`src/rtl/cpu_pkg.sv`:
```
// rtl/cpu_pkg.sv - shared datapath constants for the CPU write-side steering blocks
package cpu_pkg;
   localparam int WIDTH_DEF = 32;
   localparam int CNT_W     = 16;
   // Bit n set means NUMBER = n is a legal channel count (2, 4, 8, 16).
   localparam logic [16:0] LEGAL_NUMBERS = 17'b1_0000_0001_0001_0100;

   function automatic logic number_legal(input int n);
      return (n >= 0 && n <= 16) ? LEGAL_NUMBERS[n] : 1'b0;
   endfunction
endpackage

```
`src/rtl/demux_slot.sv`:
```
// rtl/demux_slot.sv - one-entry holding register with valid flag and same-cycle load/drain
module demux_slot
   import cpu_pkg::*;
#(
   parameter int WIDTH = WIDTH_DEF
) (
   input  logic             clk,
   input  logic             rst,
   input  logic             load,
   input  logic [WIDTH-1:0] d,
   input  logic             drain,
   output logic             valid,
   output logic [WIDTH-1:0] q
);
   // A load wins over a drain so the slot refills without a bubble; q is kept after a drain.
   always_ff @(posedge clk) begin
      if (rst) begin
         valid <= 1'b0;
         q     <= '0;
      end else if (load) begin
         valid <= 1'b1;
         q     <= d;
      end else if (drain) begin
         valid <= 1'b0;
      end
   end
endmodule

```
`src/rtl/demux_reg.sv`:
```
// rtl/demux_reg.sv - registered one-to-N distributor with per-channel valid/ready
module demux_reg
   import cpu_pkg::*;
#(
   parameter int NUMBER = 4,
   parameter int SIGWID = 2,
   parameter int WIDTH  = WIDTH_DEF
) (
   input  logic                    clk,
   input  logic                    rst,
   input  logic                    in_valid,
   output logic                    in_ready,
   input  logic [SIGWID-1:0]       s,
   input  logic [WIDTH-1:0]        d,
   output logic [NUMBER-1:0]       out_valid,
   input  logic [NUMBER-1:0]       out_ready,
   output logic [NUMBER*WIDTH-1:0] y,
   output logic                    err,
   output logic [CNT_W-1:0]        count
);
   localparam int SPAN = 2 ** SIGWID;

   logic [SPAN-1:0]   in_range_pad;
   logic [SPAN-1:0]   valid_pad;
   logic [SPAN-1:0]   ready_pad;
   logic [NUMBER-1:0] load;
   logic              in_range;
   logic              accept;

   // Pad channel state out to the full select space so any s can index it safely.
   for (genvar i = 0; i < SPAN; i++) begin : g_pad
      if (i < NUMBER) begin : g_real
         assign in_range_pad[i] = 1'b1;
         assign valid_pad[i]    = out_valid[i];
         assign ready_pad[i]    = out_ready[i];
      end else begin : g_void
         assign in_range_pad[i] = 1'b0;
         assign valid_pad[i]    = 1'b0;
         assign ready_pad[i]    = 1'b0;
      end
   end

   assign in_range = in_range_pad[s];
   assign in_ready = ~in_range | ~valid_pad[s] | ready_pad[s];
   assign accept   = in_valid & in_ready;

   for (genvar i = 0; i < NUMBER; i++) begin : g_slot
      assign load[i] = accept & in_range & (s == SIGWID'(i));

      demux_slot #(.WIDTH(WIDTH)) u_slot (
         .clk   (clk),
         .rst   (rst),
         .load  (load[i]),
         .d     (d),
         .drain (out_ready[i]),
         .valid (out_valid[i]),
         .q     (y[i*WIDTH +: WIDTH])
      );
   end

   always_ff @(posedge clk) begin
      if (rst) begin
         err   <= 1'b0;
         count <= '0;
      end else begin
         err <= accept & ~in_range;
         if (accept & in_range) begin
            count <= count + CNT_W'(1);
         end
      end
   end
endmodule

```
`config.mk`:
```
export PLATFORM = sky130hd
export DESIGN_NAME = demux_reg
export DESIGN_NICKNAME = d
export VERILOG_FILES = /design/src/rtl/cpu_pkg.sv /design/src/rtl/demux_slot.sv /design/src/rtl/demux_reg.sv
export SDC_FILE = /design/constraint.sdc
export NUM_CORES = 1
export LEC_CHECK = 0
export CAP_MARGIN = 15
export CORE_MARGIN = 1
export CORE_UTILIZATION = 49
export CTS_CLUSTER_DIAMETER = 50
export DETAILED_ROUTE_END_ITERATION = 16
export GPL_ROUTABILITY_DRIVEN = 0
export PLACE_DENSITY = 0.85
export SLEW_MARGIN = 30
export SYNTH_ARGS = -nofsm -noshare
export SYNTH_HDL_FRONTEND = slang
export SYNTH_HIERARCHICAL = 1
export SYNTH_SLANG_ARGS = --single-unit
```
`constraint.sdc`:
```
create_clock -name clk -period 4.8 [get_ports clk]
set_clock_uncertainty 0.2 [all_clocks]
set_input_delay 0.48 -clock clk [delete_from_list [all_inputs] [get_ports clk]]
set_output_delay 0.48 -clock clk [all_outputs]
set_load 0.03 [all_outputs]
```
### Word level (Yosys, flattened, before mapping)

Cells that the tools add are included.

* mux-type cells: 14
* $add $sub $neg: 1
* reductions and logical operators: 5
* bitwise logic cells: 11
* $lt $le $gt $ge: 1
* equal/unequal tests: 3

Operators with widths (number)
* $add 16x1->16 const B: 1
* $mux 1: 11
* $reduce_bool 2->1: 4
* $and 1x1->1: 7
* $bmux 1 s2: 3
* $eq 2x2->1 const B: 2
* $lt 2x3->1 const B: 1
* $eq 2x1->1 const B: 1
* $logic_not 2->1: 1
* $not 1->1: 2
* $or 1x1->1: 2

* word-level logic and storage cells: 45
* flip-flop bits (word level): 149
* bits of input ports: 41
* output and inout port bits: 150

### Longest topological paths before layout

Gate-level depths: netlist of the first run.

* word-level depth: 9
* depth in mapped cells: 10
* depth with buffers taken out: 7

### Cells and area by module

Netlist of the first run, hierarchy kept.

By module, submodules not included
* demux_slot: times used 4, area each 1204.9 um2, cells an instance 108
* demux_reg: times used 1, area each 898.4 um2, cells an instance 111

### Worst setup path after synthesis of the first run

OpenSTA, ideal clock, no wires.

* kind: input -> register
* from: in s[0]
* to: reg g_slot[2].u_slot.q[10]
* stages: 10
* path slack: 1.928 ns
* data arrival time: 2.544 ns
* path through: and4b_1 > or4_1 > clkbuf_1 > inv_1 > nand2_1 > nor3b_1 > buf_6 > buf_12 > mux2i_1 > nor2_1

* cells in the longest elaborated chain, start to end: 8
* elaborated cells between the ends (all ways): 14
* those cells by class: eq/ne (1); mux (6); bitwise (7)

RTL lines
* from (decl): RTL line demux_reg.sv:13 `input logic [SIGWID-1:0] s,`
* $bmux 1 s2 (on tied branches): RTL line demux_reg.sv:43, demux_reg.sv:44
* $mux 1 (on tied branches): RTL line demux_reg.sv:43, demux_reg.sv:44
* $not 1->1: RTL line demux_reg.sv:44 `assign in_ready = ~in_range | ~valid_pad[s] | ready_pad[s];`
* $or 1x1->1: RTL line demux_reg.sv:44
* $or 1x1->1 (*): RTL line demux_reg.sv:44
* net in_ready: RTL line demux_reg.sv:12 `output logic in_ready,`
* $and 1x1->1 (*): RTL line demux_reg.sv:45 `assign accept = in_valid & in_ready;`
* $and 1x1->1 (*) (2 in a row): RTL line demux_reg.sv:48 `assign load[i] = accept & in_range & (s == SIGWID'(i));`
* net load[2]: RTL line demux_reg.sv:26 `logic [NUMBER-1:0] load;`
* to (signal assigned): RTL line demux_slot.sv:19 `q <= '0;`
* to (signal assigned): RTL line demux_slot.sv:22 `q <= d;`
* to (decl): RTL line demux_slot.sv:13 `output logic [WIDTH-1:0] q`

The timed path passes the listed nets; every way through them passes the cells marked *. The select of a mux whose other input is x is not followed.
A chain may end at the register's enable or synchronous reset.

### Worst setup path in the final report of the first run

* from: in s[0]
* to: out in_ready

* cells in the longest elaborated chain, start to end: 5
* elaborated cells between the ends (all ways): 10
* those cells by class: mux (6); bitwise (4)

RTL lines (RTL line)
* $bmux 1 s2 (on tied branches): demux_reg.sv:43, demux_reg.sv:44
* $mux 1 (on tied branches): demux_reg.sv:43, demux_reg.sv:44
* $not 1->1: demux_reg.sv:44
* $or 1x1->1: demux_reg.sv:44
* $or 1x1->1 (*): demux_reg.sv:44
* to (decl): demux_reg.sv:12

Every way passes the cells marked *; elsewhere a longest branch is shown, timed or not. The select of a mux whose other input is x is not followed.

==> flow_metrics.env, run 1 <==
export IMPL_synth_top_area_share=0.518
export IMPL_slew_viol_final=0
export IMPL_period_needed_ns=3.87
export IMPL_yosysMostFrequentCell="dfxtp_1"
export IMPL_synth_seq_area_share=0.518
export IMPL_powerDensity_mw_per_mm2=356
export IMPL_synth_common_cells="dfxtp_1 (148), nor2_1 (133), mux2i_1 (128)"
export IMPL_drc=0
export IMPL_reg2reg_depth=7
export IMPL_synthArstFlopShare=0
export IMPL_cts_resized=0
export IMPL_core_sq_mm=0.0114
export IMPL_overflow=0
export IMPL_outcome="complete, no violations"
export IMPL_intPower_mw=2.15
export IMPL_hold_viol=0
export IMPL_cp_data_arrival_time_ns=3.19
export IMPL_syn_inst=543
export IMPL_switching_share=0.249
export IMPL_dp_slack_ns=0.830
export IMPL_avgSynthCellArea_sq_um=10.5
export IMPL_synth_flop_cell="dfxtp_1"
export IMPL_ys_ff_latch=148
export IMPL_synthTopCellsByArea="dfxtp_1 (52%), mux2i_1 (22%), nor2_1 (8.7%)"
export IMPL_area_growth_synth_to_final_pct=40.4
export IMPL_htree_levels=4
export IMPL_cp_end_kind="primary output"
export IMPL_fin_ws_ns=0.926
export IMPL_relSlewSlack=0.462
export IMPL_layout_drive_gt1_share=0.0616
export IMPL_via_per_inst=5.17
export IMPL_grt_max_degree=110
export IMPL_drv_cap=0
export IMPL_postCtsHoldBufs=0
export IMPL_hp_class="reg -> reg"
export IMPL_clock_latency_ns=0.42
export IMPL_nNetsFinal=760
export IMPL_max_freq_ghz=0.258
export IMPL_cts_tree="done"
export IMPL_grt_pass1_vias=4577
export IMPL_die_h_microns=110
export IMPL_synth_top_cell_by_area="dfxtp_1"
export IMPL_cts_sinks=148
export IMPL_grt_pass1_wl_mm=22.2
export IMPL_antenna_found_initial=0
export IMPL_startpoint_type="primary input"
export IMPL_tightest_slew_ns=0.807
export IMPL_cts_root_buf="clkbuf_16"
export IMPL_synthesis_nets=585
export IMPL_irDropWorstVdd_mv=0.234
export IMPL_p_sw_uw=710
export IMPL_track_usage=0.242
export IMPL_io_pins=191
export IMPL_p_total_mw=2.86
export IMPL_antenna_cells=0
export IMPL_pwr_share_seq=0.452
export IMPL_initial_core_util=0.501
export IMPL_clkTransAtPathRegs_ns=0.06
export IMPL_crit_type="in -> out"
export IMPL_rsz0062_at_grt="false"
export IMPL_cts_setup_buffers=0
export IMPL_cts_buffers=17
export IMPL_ys_types=34
export IMPL_power_frac_comb=0.119
export IMPL_clockPowerShare=0.429
export IMPL_vias=4517
export IMPL_num_rows=39
export IMPL_crit_path_max_fanout=29
export IMPL_tns_ns=0
export IMPL_finalCritPeriodShare=0.807
export IMPL_required_ns=4.12
export IMPL_syn_area_sq_mm=0.00572
export IMPL_p_leak_nw=2.87
export IMPL_first_pass_iters=4
export IMPL_die_area_sq_mm=0.0121
export IMPL_clock_path_buffers=2
export IMPL_dpl_hpwl_mm=9.63
export IMPL_ant_nets=0
export IMPL_wl_per_cell_microns=16.3
export IMPL_portBuffers=189
export IMPL_post_route_util=0.703
export IMPL_drt_initial_drc_count=248
export IMPL_setup_viol=0
export IMPL_synth_edf_count=0
export IMPL_min_path_cells=2
export IMPL_drt_wl_total_mm=14.3
export IMPL_yosysWarningCount=6
export IMPL_fp_dieW_microns=110
-- logic make-up after synthesis --
group,count (synthesis),share of synthesized area
other,1,0.000656
buffers and inverters,49,0.0740
flip-flops,148,0.518
adder cells (fa/ha/maj),1,0.00219
AND/OR/NAND/NOR,182,0.143
multiplexers,130,0.228
AO/OA/AOI/OAI,32,0.0337
-- power groups by stage --
stage / Combinational (mW) / Sequential (mW) / Clock [mW]
floorplan: 0.129 / 1.39 / 0
global placement: 0.330 / 1.32 / 0
detailed placement: 0.339 / 1.32 / 0
CTS: 0.341 / 1.29 / 1.24
global route: 0.361 / 1.30 / 1.28
finish: 0.339 / 1.29 / 1.22
-- worst max-delay path, cell delays in order --
cell	delay, ns
clkdlybuf4s50_1	0.55
and4b_1	0.27
or4_1	0.91
inv_1	0.27
clkdlybuf4s50_1	0.71
-- per-stage QoR --
step	cells	area [sq um]	hold slack, ns
final	873	8030	0.289
after global routing	873	8030	0.309
after CTS	873	8030	0.294
after detailed placement	842	7480	0.277
after global placement	842	7480	0.272
after floorplan	543	5720	0.402
-- final timing paths --
| check | endpoint | slack (ns) | start |
|---|---|---|---|
| min reg2reg | g_slot[0].u_slot/q[18]$_SDFFE_PP0P_ | 0.29 | g_slot[0].u_slot/q[18]$_SDFFE_PP0P_ |
| min | g_slot[0].u_slot/q[18]$_SDFFE_PP0P_ | 0.29 | g_slot[0].u_slot/q[18]$_SDFFE_PP0P_ |
| max | in_ready | 0.93 | s[0] |
| max reg2reg | g_slot[3].u_slot/q[31]$_SDFFE_PP0P_ | 1.64 | g_slot[3].u_slot/valid$_SDFFE_PP0P_ |
-- layout by cell type (no fill, tap or decap), types with 3 or more instances in the layout --
master / n
a21oi_1: 17
and2_1: 3
buf_4: 7
clkbuf_16: 17
clkdlybuf4s50_1: 188
clkinv_2: 6
dfxtp_1: 148
inv_1: 8
mux2i_1: 128
nand2_1: 6
nand2b_1: 4
nand3_1: 4
nand4_1: 5
nor2_1: 133
o21ai_0: 3
o31ai_1: 10
or4_1: 11
-- flip-flops by register name (all words and copies together) (netlist names) --
name	flops
count	16
g_slot.u_slot/q	128
g_slot.u_slot/valid	4
-- final cells by class --
class | instances | area, sq um
flip-flops and latches | 148 | 2960
multi-input cells | 346 | 2350
well taps | 143 | 179
clock inverters | 10 | 83.8
repair buffers | 197 | 1970
fillers | 842 | 3390
inverters | 8 | 30.0
clock buffers | 21 | 460
-- routing by layer --
metal | global-route usage | vias to the layer above | share of wire
li1 | - | 2194 | -
met3 | 0.0800 | 22 | 0.069
met2 | 0.415 | 142 | 0.50
met4 | 0.107 | 0 | 0.018
met5 | 0 | - | 0
met1 | 0.273 | 2159 | 0.42
(Power assumes the default switching activity.)
==> inputs of run 2 (changes only) <==
CORE_UTILIZATION = 46   (was 49)
PLACE_DENSITY = 0.8   (was 0.85)
clock period = 3.7 ns   (was 4.8 ns; I/O delays follow)
==> flow_metrics.env, run 2 (synthesis results as in run 1) <==
export IMPL_outcome="complete, no violations"
export IMPL_area_growth_synth_to_final_pct=42.1
export IMPL_r2r_slack_ns=1.10
export IMPL_relSlewSlack=0.404
export IMPL_holdWs_ns=0.288
export IMPL_r2r_start="g_slot[3].u_slot/valid$_SDFFE_PP0P_"
export IMPL_num_rows=40
export IMPL_power_frac_comb=0.118
export IMPL_largest_register_ff_count=128
export IMPL_setup_viol=0
export IMPL_dpl_hpwl_mm=9.53
export IMPL_p_sw_uw=881
export IMPL_antenna_found_initial=0
export IMPL_reg2reg_depth=8
export IMPL_crit_path_max_fanout=8
export IMPL_cts_sinks=148
export IMPL_regMostFlops="g_slot.u_slot/q"
export IMPL_fp_dieW_microns=113
export IMPL_pwr_share_seq=0.448
export IMPL_antenna_cells=0
export IMPL_rsz0062_at_grt="false"
export IMPL_io_pins=191
export IMPL_powerDensity_mw_per_mm2=460
export IMPL_crit_type="in -> out"
export IMPL_p_total_mw=3.74
export IMPL_first_pass_iters=4
export IMPL_finalCritPeriodShare=0.846
export IMPL_nNetsFinal=763
export IMPL_intPower_mw=2.86
export IMPL_drv_cap=0
export IMPL_postCtsHoldBufs=0
export IMPL_cp_data_arrival_time_ns=2.56
export IMPL_p_leak_nw=2.90
export IMPL_hp_class="reg -> reg"
export IMPL_slew_viol_final=0
export IMPL_hp_start="g_slot[0].u_slot/q[26]$_SDFFE_PP0P_"
export IMPL_grt_pass1_wl_mm=22.8
export IMPL_layout_drive_gt1_share=0.0628
export IMPL_final_cell_mix="clkdlybuf4s50_1 (188), dfxtp_1 (148), nor2_1 (133), mux2i_1 (128)"
export IMPL_drc=0
export IMPL_startpoint_type="primary input"
export IMPL_max_freq_ghz=0.319
export IMPL_reg2reg_to="g_slot[1].u_slot/q[19]$_SDFFE_PP0P_"
export IMPL_switching_share=0.235
export IMPL_period_needed_ns=3.13
export IMPL_drt_initial_drc_count=363
export IMPL_htree_levels=4
export IMPL_grt_max_degree=91
export IMPL_required_ns=3.13
export IMPL_initial_core_util=0.474
export IMPL_tns_ns=0
export IMPL_clock_path_buffers=2
export IMPL_core_sq_mm=0.0121
export IMPL_layout_commonest_cell="clkdlybuf4s50_1"
export IMPL_vias=4468
export IMPL_cts_resized=0
export IMPL_overflow=0
export IMPL_via_per_inst=4.96
export IMPL_clock_latency_ns=0.41
export IMPL_drt_wl_total_mm=14.1
export IMPL_ant_nets=0
export IMPL_portBuffers=189
export IMPL_cts_buffers=17
export IMPL_die_h_microns=113
export IMPL_hold_viol=0
export IMPL_cts_tree="done"
export IMPL_grt_pass1_vias=4578
export IMPL_clkTransAtPathRegs_ns=0.05
export IMPL_min_path_cells=2
export IMPL_clockPowerShare=0.433
export IMPL_track_usage=0.227
export IMPL_post_route_util=0.674
export IMPL_min_to="g_slot[0].u_slot/q[26]$_SDFFE_PP0P_"
export IMPL_die_area_sq_mm=0.0129
export IMPL_cp_end_kind="primary output"
export IMPL_wl_per_cell_microns=15.6
export IMPL_irDropWorstVdd_mv=0.300
export IMPL_tightest_slew_ns=0.894
export IMPL_cts_setup_buffers=0
export IMPL_cts_root_buf="clkbuf_16"
export IMPL_reg_top3="g_slot.u_slot/q x128, count x16, g_slot.u_slot/valid x4"
## run 2: changes by cell type in the layout (fill, tap and decap cells not counted)
cell / change
buf_12: +2
buf_4: +2
buf_6: -1
clkbuf_1: +1
clkbuf_8: +4
clkinv_2: -3
clkinv_4: -1
clkinvlp_4: -2
## run 2: layout make-up
| class | instances | area [sq um] |
|---|---|---|
| Timing Repair Buffer | 200 | 2010 |
| Clock buffer | 26 | 519 |
| Clock inverter | 4 | 45.0 |
| Multi-Input combinational cell | 346 | 2350 |
| Inverter | 8 | 30.0 |
| Tap cell | 168 | 210 |
| Sequential cell | 148 | 2960 |
| Fill cell | 917 | 3940 |
## run 2: power groups by stage
| stage | registers [mW] | clock network, mW | logic [mW] |
|---|---|---|---|
| 4_1_cts | 1.68 | 1.65 | 0.447 |
| 6_report | 1.68 | 1.62 | 0.443 |
| 2_1_floorplan | 1.81 | 0 | 0.167 |
| 3_5_place_dp | 1.71 | 0 | 0.443 |
| 5_1_grt | 1.68 | 1.73 | 0.471 |
| 3_3_place_gp | 1.71 | 0 | 0.435 |
## run 2: worst max path at each step
stage | start | end | slack [ns] | cells past startpoint
final | s[1] | in_ready | 0.57 | 5
after global routing | s[0] | in_ready | 0.48 | 5
after CTS | s[0] | in_ready | 0.57 | 5
after detailed placement | s[0] | g_slot[1].u_slot/q[19]$_SDFFE_PP0P_ | 0.42 | 9
after global placement | s[0] | g_slot[1].u_slot/q[27]$_SDFFE_PP0P_ | 0.54 | 9
after floorplan | g_slot[3].u_slot/valid$_SDFFE_PP0P_ | g_slot[2].u_slot/q[10]$_SDFFE_PP0P_ | 0.87 | 10
## run 2: critical path, stage by stage
cell and delay, ns:
clkdlybuf4s50_1 0.56, and4b_1 0.25, or4_1 0.53, inv_1 0.14, clkdlybuf4s50_1 0.71
## run 2: layer usage
metal | up-vias | global-route usage | routed length, microns
met4 | 0 | 0.0825 | 185
met2 | 149 | 0.385 | 7010
met3 | 16 | 0.0776 | 1050
met5 | - | 0 | 0
li1 | 2203 | - | -
met1 | 2100 | 0.266 | 5820
## run 2: through the flow
step | setup WS [ns] | cells | instance area, sq um
3_3_place_gp | 0.537 | 870 | 7560
6_report | 0.568 | 900 | 8130
2_1_floorplan | 0.866 | 543 | 5720
4_1_cts | 0.573 | 900 | 8130
5_1_grt | 0.475 | 900 | 8130
3_5_place_dp | 0.419 | 870 | 7560
